### src/rtl/video_timing_out.sv
// video_timing_out
//   Pixel-stream to LCD/VGA timing engine. Incoming pixels (valid/ready with a
//   start-of-frame marker) are buffered in a small FIFO and replayed into the
//   active area of a raster. The raster timing, colour depth and sync polarity
//   are all set by parameters.
//   Line order is active, front porch, sync, back porch. Frame order is the
//   same, counted in lines.
//
//   Ports
//     clk              pixel clock
//     reset            synchronous, active-high
//     enable           run request, sampled at frame boundaries
//     sink_data        pixel {R,G,B}, 3*BPC bits
//     sink_valid       pixel present on sink_data
//     sink_sop         sink_data is the first pixel of a frame
//     sink_ready       FIFO can accept a word
//     video_RGB_OUT    registered pixel out; 0 whenever DEN is low
//     video_HD/VD      registered syncs; active level is HS_POL/VS_POL
//     video_DEN        registered data enable (raster active area)
//     frame_done       pulse aligned with the output of the last raster slot
//     underflow_count  saturating count of active slots filled black on empty
module video_timing_out #(
  parameter int H_ACTIVE   = 800,
  parameter int H_FP       = 40,
  parameter int H_SYNC     = 128,
  parameter int H_BP       = 88,
  parameter int V_ACTIVE   = 480,
  parameter int V_FP       = 1,
  parameter int V_SYNC     = 3,
  parameter int V_BP       = 25,
  parameter int BPC        = 8,
  parameter int FIFO_DEPTH = 16,
  parameter bit HS_POL     = 1'b0,
  parameter bit VS_POL     = 1'b0
) (
  input  logic             clk,
  input  logic             reset,
  input  logic             enable,
  input  logic [3*BPC-1:0] sink_data,
  input  logic             sink_valid,
  input  logic             sink_sop,
  output logic             sink_ready,
  output logic [3*BPC-1:0] video_RGB_OUT,
  output logic             video_HD,
  output logic             video_VD,
  output logic             video_DEN,
  output logic             frame_done,
  output logic [15:0]      underflow_count
);

  localparam int H_TOTAL = H_ACTIVE + H_FP + H_SYNC + H_BP;
  localparam int V_TOTAL = V_ACTIVE + V_FP + V_SYNC + V_BP;
  localparam int HW      = $clog2(H_TOTAL);
  localparam int VW      = $clog2(V_TOTAL);
  localparam int DW      = 3 * BPC;
  localparam int AW      = $clog2(FIFO_DEPTH);

  localparam logic [HW-1:0] H_ACT  = HW'(H_ACTIVE);
  localparam logic [HW-1:0] H_SS   = HW'(H_ACTIVE + H_FP);
  localparam logic [HW-1:0] H_SE   = HW'(H_ACTIVE + H_FP + H_SYNC);
  localparam logic [HW-1:0] H_LAST = HW'(H_TOTAL - 1);
  localparam logic [VW-1:0] V_ACT  = VW'(V_ACTIVE);
  localparam logic [VW-1:0] V_SS   = VW'(V_ACTIVE + V_FP);
  localparam logic [VW-1:0] V_SE   = VW'(V_ACTIVE + V_FP + V_SYNC);
  localparam logic [VW-1:0] V_LAST = VW'(V_TOTAL - 1);

  typedef struct packed {
    logic          sop;
    logic [DW-1:0] data;
  } px_t;

  typedef enum logic [1:0] {S_IDLE, S_RUN, S_RESYNC} state_t;

  // ---------------------------------------------------------------- FIFO
  px_t           mem [FIFO_DEPTH];
  logic [AW:0]   wr_ptr, rd_ptr;
  logic          ready_en;   // holds sink_ready low through the reset cycle
  logic          empty, full, push, pop;
  px_t           head;

  assign empty      = (wr_ptr == rd_ptr);
  assign full       = (wr_ptr[AW] != rd_ptr[AW]) &&
                      (wr_ptr[AW-1:0] == rd_ptr[AW-1:0]);
  assign sink_ready = ready_en && !full;
  assign push       = sink_valid && sink_ready;
  assign head       = mem[rd_ptr[AW-1:0]];

  always_ff @(posedge clk) begin
    if (push) mem[wr_ptr[AW-1:0]] <= '{sop: sink_sop, data: sink_data};
  end

  always_ff @(posedge clk) begin
    if (reset) begin
      wr_ptr   <= '0;
      rd_ptr   <= '0;
      ready_en <= 1'b0;
    end else begin
      ready_en <= 1'b1;
      if (push) wr_ptr <= wr_ptr + (AW+1)'(1);
      if (pop)  rd_ptr <= rd_ptr + (AW+1)'(1);
    end
  end

  // ---------------------------------------------------------------- raster
  state_t        state, state_n;
  logic [HW-1:0] h;
  logic [VW-1:0] v;
  logic          blank, blank_n;  // rest of frame black after an early sop
  logic          running, active, origin, last, uf_inc;
  logic [DW-1:0] pix;

  assign running = (state != S_IDLE);
  assign active  = (h < H_ACT) && (v < V_ACT);
  assign origin  = (h == '0) && (v == '0);
  assign last    = (h == H_LAST) && (v == V_LAST);

  always_ff @(posedge clk) begin
    if (reset || !running) begin
      h <= '0;
      v <= '0;
    end else if (h == H_LAST) begin
      h <= '0;
      v <= (v == V_LAST) ? '0 : v + VW'(1);
    end else begin
      h <= h + HW'(1);
    end
  end

  always_ff @(posedge clk) begin
    if (reset) begin
      state <= S_IDLE;
      blank <= 1'b0;
    end else begin
      state <= state_n;
      blank <= blank_n;
    end
  end

  always_comb begin
    state_n = state;
    blank_n = blank;
    pop     = 1'b0;
    uf_inc  = 1'b0;
    pix     = '0;
    case (state)
      S_IDLE: if (enable) state_n = S_RUN;
      S_RUN: begin
        if (active && !blank) begin
          if (empty) begin
            uf_inc = 1'b1;
          end else if (origin) begin
            // A frame must start on a sop word; otherwise hunt for one.
            if (head.sop) begin
              pop = 1'b1;
              pix = head.data;
            end else begin
              state_n = S_RESYNC;
            end
          end else if (head.sop) begin
            // Next frame arrived early: keep it for (0,0), blank the rest.
            blank_n = 1'b1;
          end else begin
            pop = 1'b1;
            pix = head.data;
          end
        end
        if (last) begin
          blank_n = 1'b0;
          state_n = enable ? S_RUN : S_IDLE;
        end
      end
      S_RESYNC: begin
        // Drain stale words on every cycle; a sop word stays at the head.
        if (!empty && !head.sop) pop = 1'b1;
        if (last) state_n = enable ? S_RUN : S_IDLE;
      end
      default: state_n = S_IDLE;
    endcase
  end

  // ---------------------------------------------------------------- outputs
  always_ff @(posedge clk) begin
    if (reset) begin
      video_DEN     <= 1'b0;
      video_RGB_OUT <= '0;
      video_HD      <= !HS_POL;
      video_VD      <= !VS_POL;
      frame_done    <= 1'b0;
    end else begin
      video_DEN     <= running && active;
      video_RGB_OUT <= pix;
      video_HD      <= (running && h >= H_SS && h < H_SE) ? HS_POL : !HS_POL;
      video_VD      <= (running && v >= V_SS && v < V_SE) ? VS_POL : !VS_POL;
      frame_done    <= running && last;
    end
  end

  always_ff @(posedge clk) begin
    if (reset)                                   underflow_count <= '0;
    else if (uf_inc && underflow_count != '1)    underflow_count <= underflow_count + 16'd1;
  end

endmodule

### config.mk
export PLATFORM = sky130hd
export DESIGN_NAME = video_timing_out
export DESIGN_NICKNAME = d
export VERILOG_FILES = /design/src/rtl/video_timing_out.sv
export SDC_FILE = /design/constraint.sdc
export NUM_CORES = 1
export LEC_CHECK = 0
export ABC_AREA = 1
export CAP_MARGIN = 30
export CORE_UTILIZATION = 58
export DETAILED_ROUTE_END_ITERATION = 16
export PLACE_DENSITY = 0.76
export RECOVER_POWER = 50
export SLEW_MARGIN = 20
export SYNTH_ARGS = -nofsm -noshare
export SYNTH_HDL_FRONTEND = slang
export SYNTH_SLANG_ARGS = --single-unit
### constraint.sdc
create_clock -name clk -period 3.8 [get_ports clk]
set_input_delay 0.76 -clock clk [delete_from_list [all_inputs] [get_ports clk]]
set_output_delay 0.76 -clock clk [all_outputs]
set_load 0.02 [all_outputs]
### Word-level counts from Yosys, hierarchy flattened

Memories as Yosys holds them, arrays and structs flattened. A register that Yosys moved wholly into a read port is not among the register bits.
Index checks and enable logic that the tools add are counted.

| word-level totals | value |
|---|---|
| register bits | 78 |
| RAM bits | 400 |
| input bits | 29 |
| output and inout port bits | 45 |
| word-level logic and storage cells | 109 |
| memories kept | 1 |

Memory list:

| memory | words | width | read ports | clocked after memory_dff | write ports | RTL line | RTL |
|---|---|---|---|---|---|---|---|
| mem | 16 | 25 | 1 | 1 | 1 | 75 | `px_t mem [FIFO_DEPTH];` |

| cells by class | value |
|---|---|
| add/sub/neg operators | 5 |
| $lt $le $gt $ge | 6 |
| eq/ne operators | 16 |
| mux-type cells | 35 |
| bitwise operators | 2 |
| reductions and logical operators | 31 |

Operators with widths:

| kind | number |
|---|---|
| $mux 24 | 3 |
| $lt 11x10->1 const B | 2 |
| $mux 1 | 20 |
| $lt 9x9->1 const B | 2 |
| $add 16x1->16 const B | 1 |
| $ne 16x16->1 const B | 1 |
| $logic_and 1x1->1 | 15 |
| $mux 2 | 7 |
| $ne 3x3->1 const B | 4 |
| $add 11x1->11 const B | 1 |
| $eq 11x11->1 const B | 1 |
| $ge 11x10->1 const B | 1 |
| $logic_not 11->1 | 1 |
| $add 5x1->5 const B | 2 |
| $add 9x1->9 const B | 1 |
| $eq 9x9->1 const B | 1 |
| $ge 9x9->1 const B | 1 |
| $logic_not 9->1 | 1 |
| $mux 9 | 1 |
| $mux 4 | 2 |
| $pmux 2 s3 | 1 |
| $reduce_and 6->1 | 1 |
| $reduce_bool 2->1 | 3 |
| $eq 5x5->1 | 1 |
| 14 further kinds | 21 |

### Longest topological paths before layout

| logic depth | value |
|---|---|
| depth after elaboration | 8 |
| mapped depth | 15 |
| depth with buffers taken out | 14 |

### Least setup slack after synthesis

OpenSTA, ideal clock, no wires.

| path | value |
|---|---|
| path type | input -> register |
| start | input sink_valid |
| end | memory mem[15][0] (netlist bit), enable pin |
| library setup time | 0.410 ns |
| arrival time | 2.235 ns |
| data required time | 3.390 ns |
| setup slack | 1.156 ns |
| cell stages on the path | 4 |
| buffers on the path | 0 |
| cells stage by stage | inv_1 > nor2_2 > nand2_1 > nor2_1 |

| between the ends | value |
|---|---|
| word-level cells in the longest chain between the ends | 3 |

RTL lines:

| element | RTL line | RTL |
|---|---|---|
| start, declared | 40 | `input logic sink_valid,` |
| $logic_and 1x1->1 | 85 | `assign push = sink_valid && sink_ready;` |
| $mux 1 | 89 | `if (push) mem[wr_ptr[AW-1:0]] <= '{sop: sink_sop, data: sink_data};` |
| $mux 1 (implied by the code) | 89 |  |
| end, declared | 75 |  |

Every way passes these cells.

### Final worst setup path

| path | value |
|---|---|
| start | register wr_ptr[3] |
| end | memory mem[9][12] (netlist bit), enable pin |

| between the ends | value |
|---|---|
| word-level cells in the longest chain between the ends | 7 |

RTL lines:

| element | RTL line | RTL |
|---|---|---|
| start, declared | 76 | `logic [AW:0] wr_ptr, rd_ptr;` |
| start signal, assigned | 99 | `if (push) wr_ptr <= wr_ptr + (AW+1)'(1);` |
| $eq 4x4->1 | 83 | `(wr_ptr[AW-1:0] == rd_ptr[AW-1:0]);` |
| $logic_and 1x1->1 | 82 | `assign full = (wr_ptr[AW] != rd_ptr[AW]) &&` |
| $logic_not 1->1 | 84 | `assign sink_ready = ready_en && !full;` |
| $logic_and 1x1->1 | 84 |  |
| $logic_and 1x1->1 | 85 |  |
| $mux 1 | 89 |  |
| $mux 1 (implied by the code) | 89 |  |

Several ways; a longest one is shown, not always the timed one.

==> summary.txt <==
Global routing
  • Layer with the highest usage: met2
  • First-pass GRT wire length: 70.6 mm
  • Largest net degree at the start of global routing: 109
  • Global Route met1 Usage: 0.386
  • Grt total ovfl: 0
  • Met2 global-route usage: 0.440
  • Initial antenna violation count: 1
  • M3 GR Usage: 0.0515
  • Vias in the first global route: 12600
  • GRT Total Usage: 0.276

Setup path
  • Critical path type: flop to flop
  • Critical Path End Type: flop
  • Crit path DAT: 3.09 ns
  • RR Startpoint: wr_ptr[3]
  • Critical R2R Capture: mem[9][12]
  • CP Launch Type: flop
  • R2R cell count: 7
  • Reg2reg setup slack: 0.87 ns
  • Crit Path Max Fanout: 25
  • CP Data Required Time: 3.96 ns

Final layout
  • Layout area overhead: 14.6%
  • Final nets: 1674
  • N_diodes: 0
  • Fraction of layout cells with a size suffix above 1: 0.0803
  • Finished Cell Area: 21900 sq um
  • Fill count: 2308

Synth
  • Post-synthesis mux area share: 0
  • Post-synth EDFFs: 400
  • Post-synth top flop: edfxtp_1
  • Fraction of registers with async set/reset: 0
  • Post-Syn Area: 19100 sq um
  • Synth unique cells: 42
  • Adder-cell share of the synthesized area: 0.00983
  • Largest family of logic cells by synthesized area: compound AO/OA/AOI/OAI gates
  • Synth warn: 0
  • Sequential share of the synthesized area: 0.715
  • Synth cell count leaders: edfxtp_1 (400), nor2_1 (242), o21ai_0 (175)
  • Compound-gate portion of the synthesized area: 0.116
  • Synth Area in XOR/XNOR: 0.00872
  • Cell with the most instances after synthesis: edfxtp_1
  • Yosys top cell by area: edfxtp_1
  • Synth Net Count: 1615
  • Synth Area in Simple Gates: 0.115
  • Synthesized flop and latch total: 482
  • Syn_area_per_cell: 12.2 sq um
  • Top cells by area, synth: edfxtp_1 (63%), dfxtp_1 (8.6%), nor2_1 (4.8%)
  • Top-area cell type share of the netlist area: 0.629
  • Synth Instances: 1571

Run status
  • Status: finished, final reports clean

Route
  • DR vias: 12900
  • DR DRC count: 0
  • WL final: 45.8 mm
  • DR pass1 iterations: 6
  • Routed WL per cell: 21.7 um
  • Post-route ant nets: 0
  • Iter 0 DRT Violations: 1373
  • Via/cell ratio: 6.12

Worst hold path
  • Worst hold path class: flop to flop
  • Hold Path End: h[0]
  • Worst hold stages: 1
  • Min-delay src: h[0]

CTS
  • Hold_buf cts: 0
  • Clk slew on worst S/H paths: 0.06 ns
  • Clk_lat worst skew: 0.56 ns
  • Num Clock Sinks: 482
  • H-tree depth: 2
  • Post_cts resized: 0
  • Num CTS Buffers: 47
  • Postcts setup bufs: 0
  • CTS tree: built
  • Maximum clock path buffer count: 3
  • Clk Tree Root Cell: clkbuf_16

Job
  • Max-Cap Viols: 0

Timing
  • Max Slew Vio Count: 0
  • Setup Skew: 0.0304 ns
  • Crit path time final: 2.93 ns
  • FMAX: 0.342 GHz
  • Final-report setup violation count: 0
  • Worst rel slew slack: 0.338
  • Crit share post-route: 0.771
  • Slew @ Worst Pin: 0.994 ns
  • Post-Route Setup TNS: 0 ns
  • Final setup margin: 0.872 ns
  • RSZ-0062 raised after global routing: false
  • Hold Fails Final Rpt: 0
  • Hold Worst Slack: 0.468 ns

Power
  • Cell Int Power: 8.69 mW
  • Logic pwr share: 0.076
  • Switch share: 0.226
  • Max VDD drop: 318 uV
  • Clk network pwr share: 0.404
  • P_sw: 2.53 mW
  • Cell Pwr Density: 513 nW/um^2
  • Pleak: 7.43 nW
  • Sequential Power Share: 0.520

Die
  • Ports: 74
  • Die Height: 183 um
  • Core box area: 32500 sq um
  • Starting Density: 0.588
  • Total die area: 33600 sq um
  • Row count: 66
  • Die span in x: 183 um

Place
  • Post-place setup slack: 0.803 ns
  • Hpwl dp: 26.1 mm
  • Port Buffer Count: 73
  • Placement Cell Area: 20300 sq um
  • Routability cong.: 0.882
[cell usage in the layout (no fill, tap or decap), drive strengths merged]
cell           synthesis  final
a31oi                  3      3
nor3b                  4      4
ha                    15     15
dlygate4sd3            0     43
xnor2                  5      5
o211ai                11     11
xor2                  14     14
and3                   2      2
o221ai                68     68
inv                   76     77
o211a                  1      1
o21ai                180    180
nor4                   5      5
clkbuf                64     80
nor3                  24     24
clkdlybuf4s50          0     30
o21bai                 2      2
nand4                  7      7
nand2                160    160
clkinv                 0      6
buf                   24     24
nand3                 78     78
nor2                 244    244
bufinv                 0      1
a32o                  12     12
a211oi                 2      2
dfxtp                 82     82
or2                    1      1
o2111ai                1      1
a21oi                 68     68
o21a                   1      1
nand3b                 1      1
o22ai                 16     16
edfxtp               400    400
[cell type report]
type                       instances  area, sq um  area share
sequential                       482        13700       0.625
multi-input combinational        925         4890       0.223
clock buffer                      79         1450      0.0662
timing repair buffer              98          955      0.0437
tap                              442          553      0.0253
inverter                          76          288      0.0132
clock inverter                     8         78.8     0.00360
[logic make-up after synthesis]
logic type               after synthesis
AO/OA/AOI/OAI                        365
adder cells (fa/ha/maj)               15
buffers and inverters                164
XOR/XNOR                              19
flip-flops                           482
AND/OR/NAND/NOR                      526
[stage by stage]
stage | instances | utilization | total power [mW]
after CTS | 2109 | 0.673 | 11.3
after detailed placement | 2022 | 0.626 | 6.79
after floorplan | 1571 | - | 6.48
after global placement | 2021 | 0.626 | 6.76
after global routing | 2110 | 0.674 | 11.6
final | 2110 | 0.674 | 11.2
[how the worst max path moves through the flow]
| stage | start | endpoint | slack, ns |
|---|---|---|---|
| floorplan | sink_valid | mem[15][0] | 1.16 |
| global placement | sink_valid | mem[8][16] | 0.84 |
| detailed placement | sink_valid | mem[8][22] | 0.80 |
| CTS | wr_ptr[3] | sink_ready | 0.92 |
| global route | flop | video_RGB_OUT[9] | 0.67 |
| finish | wr_ptr[3] | mem[9][12] | 0.87 |
[power groups by stage]
stage / sequential, mW / clock, mW / combinational (mW)
5_1_grt: 5.84 / 4.79 / 0.931
6_report: 5.83 / 4.54 / 0.847
3_5_place_dp: 5.95 / 0 / 0.843
4_1_cts: 5.84 / 4.59 / 0.850
3_3_place_gp: 5.94 / 0 / 0.814
2_1_floorplan: 5.95 / 0 / 0.537
[routing by layer]
layer  vias to the layer above  wire length [um]
met1                      6276             18700
met5                         -                10
met3                       101              4220
li1                       5853                 -
met2                       676             21600
met4                         2              1330
[state kept, by name, indices dropped and copies added, names as in the netlist, named ones only]
signal	cells
video_HD	1
v	9
ready_en	1
video_DEN	1
state	2
mem	400
video_VD	1
wr_ptr	5
video_RGB_OUT	24
underflow_count	16
h	11
frame_done	1
blank	1
rd_ptr	5
[critical path, cell delays in order (launching register included)]
cell,delay [ns]
dfxtp_1,0.50
xor2_1,0.18
nor2_1,0.08
nand3b_1,0.09
nand2_1,0.07
nor2_1,0.45
nand2_1,0.40
nor2_4,0.76
Power figures use the tool's default switching activity.
